$ cat src/rtl/hy_cnt_bank_if.sv
// Configuration/status bus of the counter bank: config strobe, run enables,
// interrupt clears, live counts and sticky interrupt flags.
interface hy_cnt_bank_if #(
   parameter int unsigned C_WIDTH   = 32,
   parameter int unsigned N_CH      = 4,
   parameter int unsigned PRE_WIDTH = 16
);
   localparam int unsigned CH_W = (N_CH > 1) ? $clog2(N_CH) : 1;

   logic [PRE_WIDTH-1:0]      prescale;
   logic                      cfg_we;
   logic [CH_W-1:0]           cfg_ch;
   logic [1:0]                cfg_mode;
   logic [C_WIDTH-1:0]        cfg_val;
   logic [N_CH-1:0]           ch_en;
   logic [N_CH-1:0]           int_clr;
   logic [N_CH*C_WIDTH-1:0]   cnt_out;
   // 'int' is a reserved word, so the interrupt vector is carried as int_flag
   logic [N_CH-1:0]           int_flag;

   modport master (
      output prescale, cfg_we, cfg_ch, cfg_mode, cfg_val, ch_en, int_clr,
      input  cnt_out, int_flag
   );

   modport slave (
      input  prescale, cfg_we, cfg_ch, cfg_mode, cfg_val, ch_en, int_clr,
      output cnt_out, int_flag
   );
endinterface

$ cat src/rtl/hy_cnt_bank.sv
// Bank of N_CH independent programmable counters (oneshot / periodic down,
// free-running up) driven by one shared prescaler tick.
module hy_cnt_bank #(
   parameter int unsigned C_WIDTH   = 32,
   parameter int unsigned N_CH      = 4,
   parameter int unsigned PRE_WIDTH = 16
) (
   input logic          clk,
   input logic          rst_n,
   hy_cnt_bank_if.slave bus
);
   localparam int unsigned CH_W = (N_CH > 1) ? $clog2(N_CH) : 1;

   localparam logic [1:0] MODE_OFF      = 2'b00;
   localparam logic [1:0] MODE_ONESHOT  = 2'b01;
   localparam logic [1:0] MODE_PERIODIC = 2'b10;
   localparam logic [1:0] MODE_FREERUN  = 2'b11;

   typedef enum logic [1:0] {
      ST_IDLE = 2'd0,
      ST_RUN  = 2'd1,
      ST_DONE = 2'd2
   } state_t;

   logic [PRE_WIDTH-1:0]           pre_cnt;
   logic                           tick;
   logic [N_CH-1:0][C_WIDTH-1:0]   cnt_all;
   logic [N_CH-1:0]                int_all;

   // Compare against the live prescale; an overshoot runs to max and wraps
   assign tick = (pre_cnt == bus.prescale);

   // Shared prescaler
   always_ff @(posedge clk or negedge rst_n) begin
      if (!rst_n) begin
         pre_cnt <= '0;
      end else if (tick) begin
         pre_cnt <= '0;
      end else begin
         pre_cnt <= pre_cnt + PRE_WIDTH'(1);
      end
   end

   for (genvar i = 0; i < N_CH; i++) begin : g_ch
      localparam logic [CH_W-1:0] CH_IDX = CH_W'(i);

      state_t             state;
      logic [1:0]         mode;
      logic [C_WIDTH-1:0] cnt;
      logic [C_WIDTH-1:0] reload;
      logic               irq;
      logic               wr;
      logic               at_end;
      logic               fire;

      assign wr     = bus.cfg_we && (bus.cfg_ch == CH_IDX);
      assign at_end = (mode == MODE_FREERUN) ? (cnt == '1) : (cnt == '0);
      // A config write to this channel suppresses its tick entirely
      assign fire   = !wr && (state == ST_RUN) && bus.ch_en[i] && tick &&
                      (mode != MODE_OFF) && at_end;

      // Per-channel state, count, reload and sticky interrupt
      always_ff @(posedge clk or negedge rst_n) begin
         if (!rst_n) begin
            state  <= ST_IDLE;
            mode   <= MODE_OFF;
            cnt    <= '0;
            reload <= '0;
            irq    <= 1'b0;
         end else begin
            if (wr) begin
               reload <= bus.cfg_val;
               mode   <= bus.cfg_mode;
               cnt    <= (bus.cfg_mode == MODE_FREERUN) ? '0 : bus.cfg_val;
               state  <= ST_IDLE;
            end else begin
               case (state)
                  ST_IDLE: begin
                     if (bus.ch_en[i] && (mode != MODE_OFF)) begin
                        state <= ST_RUN;
                     end
                  end
                  ST_RUN: begin
                     if (!bus.ch_en[i]) begin
                        state <= ST_IDLE;
                     end else if (tick) begin
                        case (mode)
                           MODE_ONESHOT: begin
                              if (cnt != '0) cnt <= cnt - C_WIDTH'(1);
                              else           state <= ST_DONE;
                           end
                           MODE_PERIODIC: begin
                              if (cnt != '0) cnt <= cnt - C_WIDTH'(1);
                              else           cnt <= reload;
                           end
                           MODE_FREERUN: begin
                              cnt <= cnt + C_WIDTH'(1);
                           end
                           default: begin
                              state <= ST_IDLE;
                           end
                        endcase
                     end
                  end
                  ST_DONE: begin
                     state <= ST_DONE;
                  end
                  default: begin
                     state <= ST_IDLE;
                  end
               endcase
            end
            // Set beats a coincident clear
            irq <= fire | (irq & ~bus.int_clr[i]);
         end
      end

      assign cnt_all[i] = cnt;
      assign int_all[i] = irq;
   end

   assign bus.cnt_out  = cnt_all;
   assign bus.int_flag = int_all;

endmodule

$ cat src/flat_wrapper.sv
// flat-port wrapper written by rule: the top's interface ports become plain ports
module hy_cnt_bank_flat 
#(
   parameter int unsigned C_WIDTH   = 32,
   parameter int unsigned N_CH      = 4,
   parameter int unsigned PRE_WIDTH = 16
)
  (clk, rst_n, bus_prescale, bus_cfg_we, bus_cfg_ch, bus_cfg_mode, bus_cfg_val, bus_ch_en, bus_int_clr, bus_cnt_out, bus_int_flag);
  hy_cnt_bank_if #(.C_WIDTH(C_WIDTH), .N_CH(N_CH), .PRE_WIDTH(PRE_WIDTH)) bus_i ();
  input logic clk;
  input logic rst_n;
  input wire logic [$bits(bus_i.prescale)-1:0] bus_prescale;
  input wire logic [$bits(bus_i.cfg_we)-1:0] bus_cfg_we;
  input wire logic [$bits(bus_i.cfg_ch)-1:0] bus_cfg_ch;
  input wire logic [$bits(bus_i.cfg_mode)-1:0] bus_cfg_mode;
  input wire logic [$bits(bus_i.cfg_val)-1:0] bus_cfg_val;
  input wire logic [$bits(bus_i.ch_en)-1:0] bus_ch_en;
  input wire logic [$bits(bus_i.int_clr)-1:0] bus_int_clr;
  output wire logic [$bits(bus_i.cnt_out)-1:0] bus_cnt_out;
  output wire logic [$bits(bus_i.int_flag)-1:0] bus_int_flag;
  assign bus_i.prescale = bus_prescale;
  assign bus_i.cfg_we = bus_cfg_we;
  assign bus_i.cfg_ch = bus_cfg_ch;
  assign bus_i.cfg_mode = bus_cfg_mode;
  assign bus_i.cfg_val = bus_cfg_val;
  assign bus_i.ch_en = bus_ch_en;
  assign bus_i.int_clr = bus_int_clr;
  assign bus_cnt_out = bus_i.cnt_out;
  assign bus_int_flag = bus_i.int_flag;
  hy_cnt_bank #(.C_WIDTH(C_WIDTH), .N_CH(N_CH), .PRE_WIDTH(PRE_WIDTH)) u_core (.clk(clk), .rst_n(rst_n), .bus(bus_i));
endmodule
$ cat config.mk
export PLATFORM = sky130hd
export DESIGN_NAME = hy_cnt_bank_flat
export DESIGN_NICKNAME = d
export VERILOG_FILES = /design/src/rtl/hy_cnt_bank_if.sv /design/src/rtl/hy_cnt_bank.sv /design/src/flat_wrapper.sv
export SDC_FILE = /design/constraint.sdc
export NUM_CORES = 1
export LEC_CHECK = 0
export ABC_AREA = 1
export BUFFER_PORTS_ARGS = -buffer_cell sky130_fd_sc_hd__buf_2
export CORE_MARGIN = 2
export CORE_UTILIZATION = 25
export DETAILED_ROUTE_END_ITERATION = 10
export SLEW_MARGIN = 15
export SYNTH_ARGS = -nofsm -noshare
export SYNTH_HDL_FRONTEND = slang
export SYNTH_SLANG_ARGS = --single-unit
$ cat constraint.sdc
create_clock -name clk -period 2.15 [get_ports clk]
set_clock_uncertainty 0.2 [all_clocks]
set_input_delay 0.43 -clock clk [delete_from_list [all_inputs] [get_ports clk]]
set_output_delay 0.43 -clock clk [all_outputs]
set_load 0.005 [all_outputs]
==> results by stage <==
Status:
- The flow ran to the end, but the final reports show violations.
- The final reports fail on setup timing.

STA:
- The smallest clock period supported by the final layout is computed as 2.33 ns.
- The remaining max-slew budget at the tightest pin is 0.494.
- The total count of hold-check failures in the final report is 0.
- The max-slew violation total from the final report is 0.
- The maximum achievable frequency is 0.430 GHz.
- Of the available clock period, the critical path in the final layout requires 1.08.
- Setup repair after global routing could not meet its margin everywhere.
- The post-route setup TNS is -3.91 ns.
- The final-report setup violation count is 77.
- The worst slack on hold paths is 0.0300 ns.
- Setup slack on the critical path of the routed design comes to -0.178 ns.
- At the pin with the least slew margin, the transition time is 0.756 ns.

Place:
- The count of buffers from port buffering is 194.
- The HPWL after detailed placement is 95.2 mm.
- The number of placed instances, taps included, is 6122.
- The routability congestion estimate is 0.995.
- The area of placed instances is 31600 um2.
- Before CTS, the worst setup slack after placement is -0.376 ns.

Pwr:
- The sequential power share is 0.245.
- The total design power is 31.4 mW.
- Internal power comes to 17.7 mW.
- The switching power total is 13.7 mW.
- Dividing total power by cell area gives a power density of 870 nW/um2.
- Of the total power, combinational logic draws 0.533.
- For this design the static power due to leakage is 17.8 nW.
- The share of total power dissipated in the clock network is 0.222.
- Of the total power, the share spent switching nets is 0.436.
- The maximum resistive drop on vdd is 0.000611 V.

Global route:
- The via count of the first global-routing pass is 28300.
- The first global-routing pass estimated 177 mm of wire.
- The number of antenna violations at the first check in global routing was 2.
- The total overflow left after global routing is 0.
- For this run, the total global-route usage over all layers was measured as 0.230.
- Entering global routing, the biggest net connects 61 pins.

Layout:
- With fillers left out, the area of the finished cells amounts to 36100 um2.
- The final core area utilization is 0.368.
- The area growth from synthesis to final layout is 46.6%.
- The share of cells above drive strength 1 is 0.307.
- The final layout net count is 5059.
- The post-layout instance count excluding filler cells is 6283.

Die:
- The total I/O pin count is 195.
- The y dimension of the die is 318 um.
- The floorplan step defined a die boundary enclosing 101000 um2.
- In this run the core area contains 115 standard-cell rows.
- The core footprint is 98000 um2.
- The die is 318 um wide.
- The effective utilization at floorplan is 0.251.

Critical path:
- The worst setup path is of the reg -> reg kind.
- For the worst flop-to-flop path, the logic depth is 13.
- The type of origin of the critical path is a flip-flop.
- For the worst setup path, the data required time is 2.48 ns.
- The setup slack on the worst flop-to-flop path is -0.18 ns.
- In this run the critical register-to-register path is launched from u_core.g_ch[1].cnt[0].
- The endpoint class of the critical path is a flip-flop.
- Among the stages of the critical path, the cell type that occurs most often is sky130_fd_sc_hd__nand2_1.
- The worst register-to-register path ends at u_core.g_ch[1].cnt[20].
- The critical path goes through inv_2, ha_4, nand2_2, nor2_4, nand2_2, nor2_4, nand3_4, buf_12, o21ai_2, a21oi_1, nand2_1, nand2_1, nand2_1.
- Of all nets on the critical path, the largest fanout is 6.
- The delay contributed by the slowest stage of the critical path is 0.40 ns.
- The arrival time of data at the critical path endpoint is 2.66 ns.
- Among all stages on the critical path, the largest delay is contributed by sky130_fd_sc_hd__dfrtp_1.

Synth:
- The post-synthesis instance area is 24600 um2.
- The per-instance average area after synthesis is 5.94 um2.
- The number of storage elements in the synthesis netlist is 292.
- The most frequently used cell type in the post-synthesis netlist is sky130_fd_sc_hd__nand2_1.
- The top-area cell type share of the netlist area is 0.297.
- The post-synthesis cell type with the largest combined area is sky130_fd_sc_hd__dfrtp_1.
- During synthesis, Yosys emitted a total of 0 warnings.
- In the post-synthesis netlist, the biggest area contributors are sky130_fd_sc_hd__dfrtp_1 30%, sky130_fd_sc_hd__nand2_1 22%, sky130_fd_sc_hd__nor2_1 9.4%, sky130_fd_sc_hd__nand3_1 8.1%, sky130_fd_sc_hd__inv_1 6.1%.
- For this run, the leading register cell type out of synthesis is sky130_fd_sc_hd__dfrtp_1.
- The share of async-settable or async-resettable flops after synthesis is 1.00.
- The number of enable-type register cells in the synthesized netlist is 0.
- By count the netlist is led by 1452 x sky130_fd_sc_hd__nand2_1, 616 x sky130_fd_sc_hd__nor2_1, 401 x sky130_fd_sc_hd__inv_1, 397 x sky130_fd_sc_hd__nand3_1, 292 x sky130_fd_sc_hd__dfrtp_1.
- Counting every instance in the synthesized netlist gives 4142.
- Counting every net in the synthesized netlist gives 4234.
- In this run, distinct cell masters in the synthesized netlist total 43.
- The register area share after synthesis is 0.297.

Clock network:
- After clock tree synthesis, the clock-pin slew on the worst setup and hold paths is 0.07 ns.
- Counting along the longest clock path gives a buffer depth of 3.
- At the later pin of the worst-skew pair, clock insertion delay measures 0.58 ns.
- The H-tree level count is 2.
- The clock tree root driver cell is sky130_fd_sc_hd__clkbuf_16.
- The number of buffers created by CTS is 38.
- The clock sink count is 292.
- The TritonCTS clock tree is built.

Detailed routing:
- The total via count in the routed design is 30800.
- The detail route stage leaves a number of antenna-violating nets equal to 0.
- After detailed routing, the number of remaining DRC violations is 0.
- The routed design has 122 mm of wire.
- After the first detailed-routing iteration, the DRC count stood at 3468.
- The wire length per cell is 19.5 um.
- The number of detailed-route iterations in the first pass is 6.
- The via count normalized by instance count is 4.90.

Hold path:
- The startpoint of the most critical hold path is bus_cfg_val[31].
- For hold timing, the worst endpoint is u_core.g_ch[0].reload[31].
- The path class of the tightest hold or removal check is in -> reg.
- The worst hold path passes through 3 cells.

Run:
- Across the run, the number of max-cap violations was 0.
## worst max path at each step
stage,from,endpoint,slack (ns)
after floorplan,u_core.g_ch[1].cnt[0],u_core.g_ch[1].cnt[26],0.03
after global placement,bus_cfg_mode[1],u_core.g_ch[3].cnt[29],-0.36
after detailed placement,bus_cfg_mode[1],u_core.g_ch[3].cnt[29],-0.38
after CTS,u_core.pre_cnt[2],u_core.g_ch[1].cnt[4],-0.07
after global routing,u_core.g_ch[1].cnt[0],u_core.g_ch[1].cnt[6],-0.22
final,u_core.g_ch[1].cnt[0],u_core.g_ch[1].cnt[20],-0.18
## routing by layer
| metal | share of wire | wire (um) | global-route usage | vias up |
|---|---|---|---|---|
| li1 | - | - | - | 14700 |
| met1 | 0.42 | 51800 | 0.313 | 14300 |
| met2 | 0.45 | 54500 | 0.365 | 1439 |
| met3 | 0.081 | 9890 | 0.0317 | 272 |
| met4 | 0.049 | 6010 | 0.0962 | 0 |
| met5 | 0 | 0 | 0 | - |
## sequential cells by signal, indices dropped and copies added, names as in the netlist
signal,count
u_core.g_ch.mode,8
u_core.g_ch.reload,128
u_core.pre_cnt,16
u_core.g_ch.irq,4
u_core.g_ch.cnt,128
u_core.g_ch.state,8
## placed cells by master (no fill, tap or decap), drive strengths merged
| master | instances |
|---|---|
| xor2 | 65 |
| a21oi | 78 |
| o31ai | 2 |
| nand3 | 405 |
| a31oi | 13 |
| nand4 | 42 |
| nand3b | 22 |
| o21a | 1 |
| a211oi | 3 |
| bufinv | 6 |
| or2 | 7 |
| buf | 961 |
| clkinv | 14 |
| and2 | 2 |
| inv | 424 |
| nand2 | 1470 |
| ha | 29 |
| nor2 | 669 |
| nor3 | 56 |
| clkinvlp | 2 |
| nor4 | 11 |
| diode | 2 |
| o211ai | 9 |
| xnor2 | 16 |
| dlygate4sd3 | 13 |
| o21ai | 319 |
| o21bai | 7 |
| dfrtp | 292 |
| clkbuf | 56 |
## power groups by stage
stage	registers, mW	logic (mW)	clock network (mW)
finish	7.68	16.7	6.98
global route	7.78	18.2	7.28
CTS	7.59	15.4	7.06
detailed placement	7.66	14.8	0
global placement	7.64	14.7	0
floorplan	7.54	7.78	0
## what timing repair did
action	4_1_cts	5_1_grt
buffers inserted	31	34
hold buffers	13	0
setup endpoints to repair	141	146
cloned	15	7
pin swaps	46	119
endpoints found under the hold margin	95	0
resized for setup	219	397
## layout make-up
type	count	area [um2]
fillers	10400	61900
inverters	422	1650
repair buffers	979	7660
well taps	1287	1610
diodes	2	5.00
clock buffers	51	1080
multi-input cells	3226	16400
repair inverters	8	120
clock inverters	16	248
flip-flops and latches	292	7330
## critical path: cells and delay by family, from the launching register on
kind	cells	cell delay, ns
and+or+nand+nor	8	0.85
DFF	1	0.40
AOI/OAI and AO/OA	2	0.37
buffers and inverters	2	0.32
adders and majority gates	1	0.13
## cells by family (layout without fill, tap and decap cells)
kind of cell | Yosys count | after routing | synth area share
flip-flops | 292 | 292 | 0.297
AND/OR/NAND/NOR | 2680 | 2684 | 0.458
adder cells (fa/ha/maj) | 29 | 29 | 0.0147
other | 0 | 2 | 0
buffers and inverters | 628 | 1476 | 0.111
AO/OA/AOI/OAI | 432 | 432 | 0.0909
XOR/XNOR | 81 | 81 | 0.0288
No activity file was read; power rests on OpenSTA's default activity.
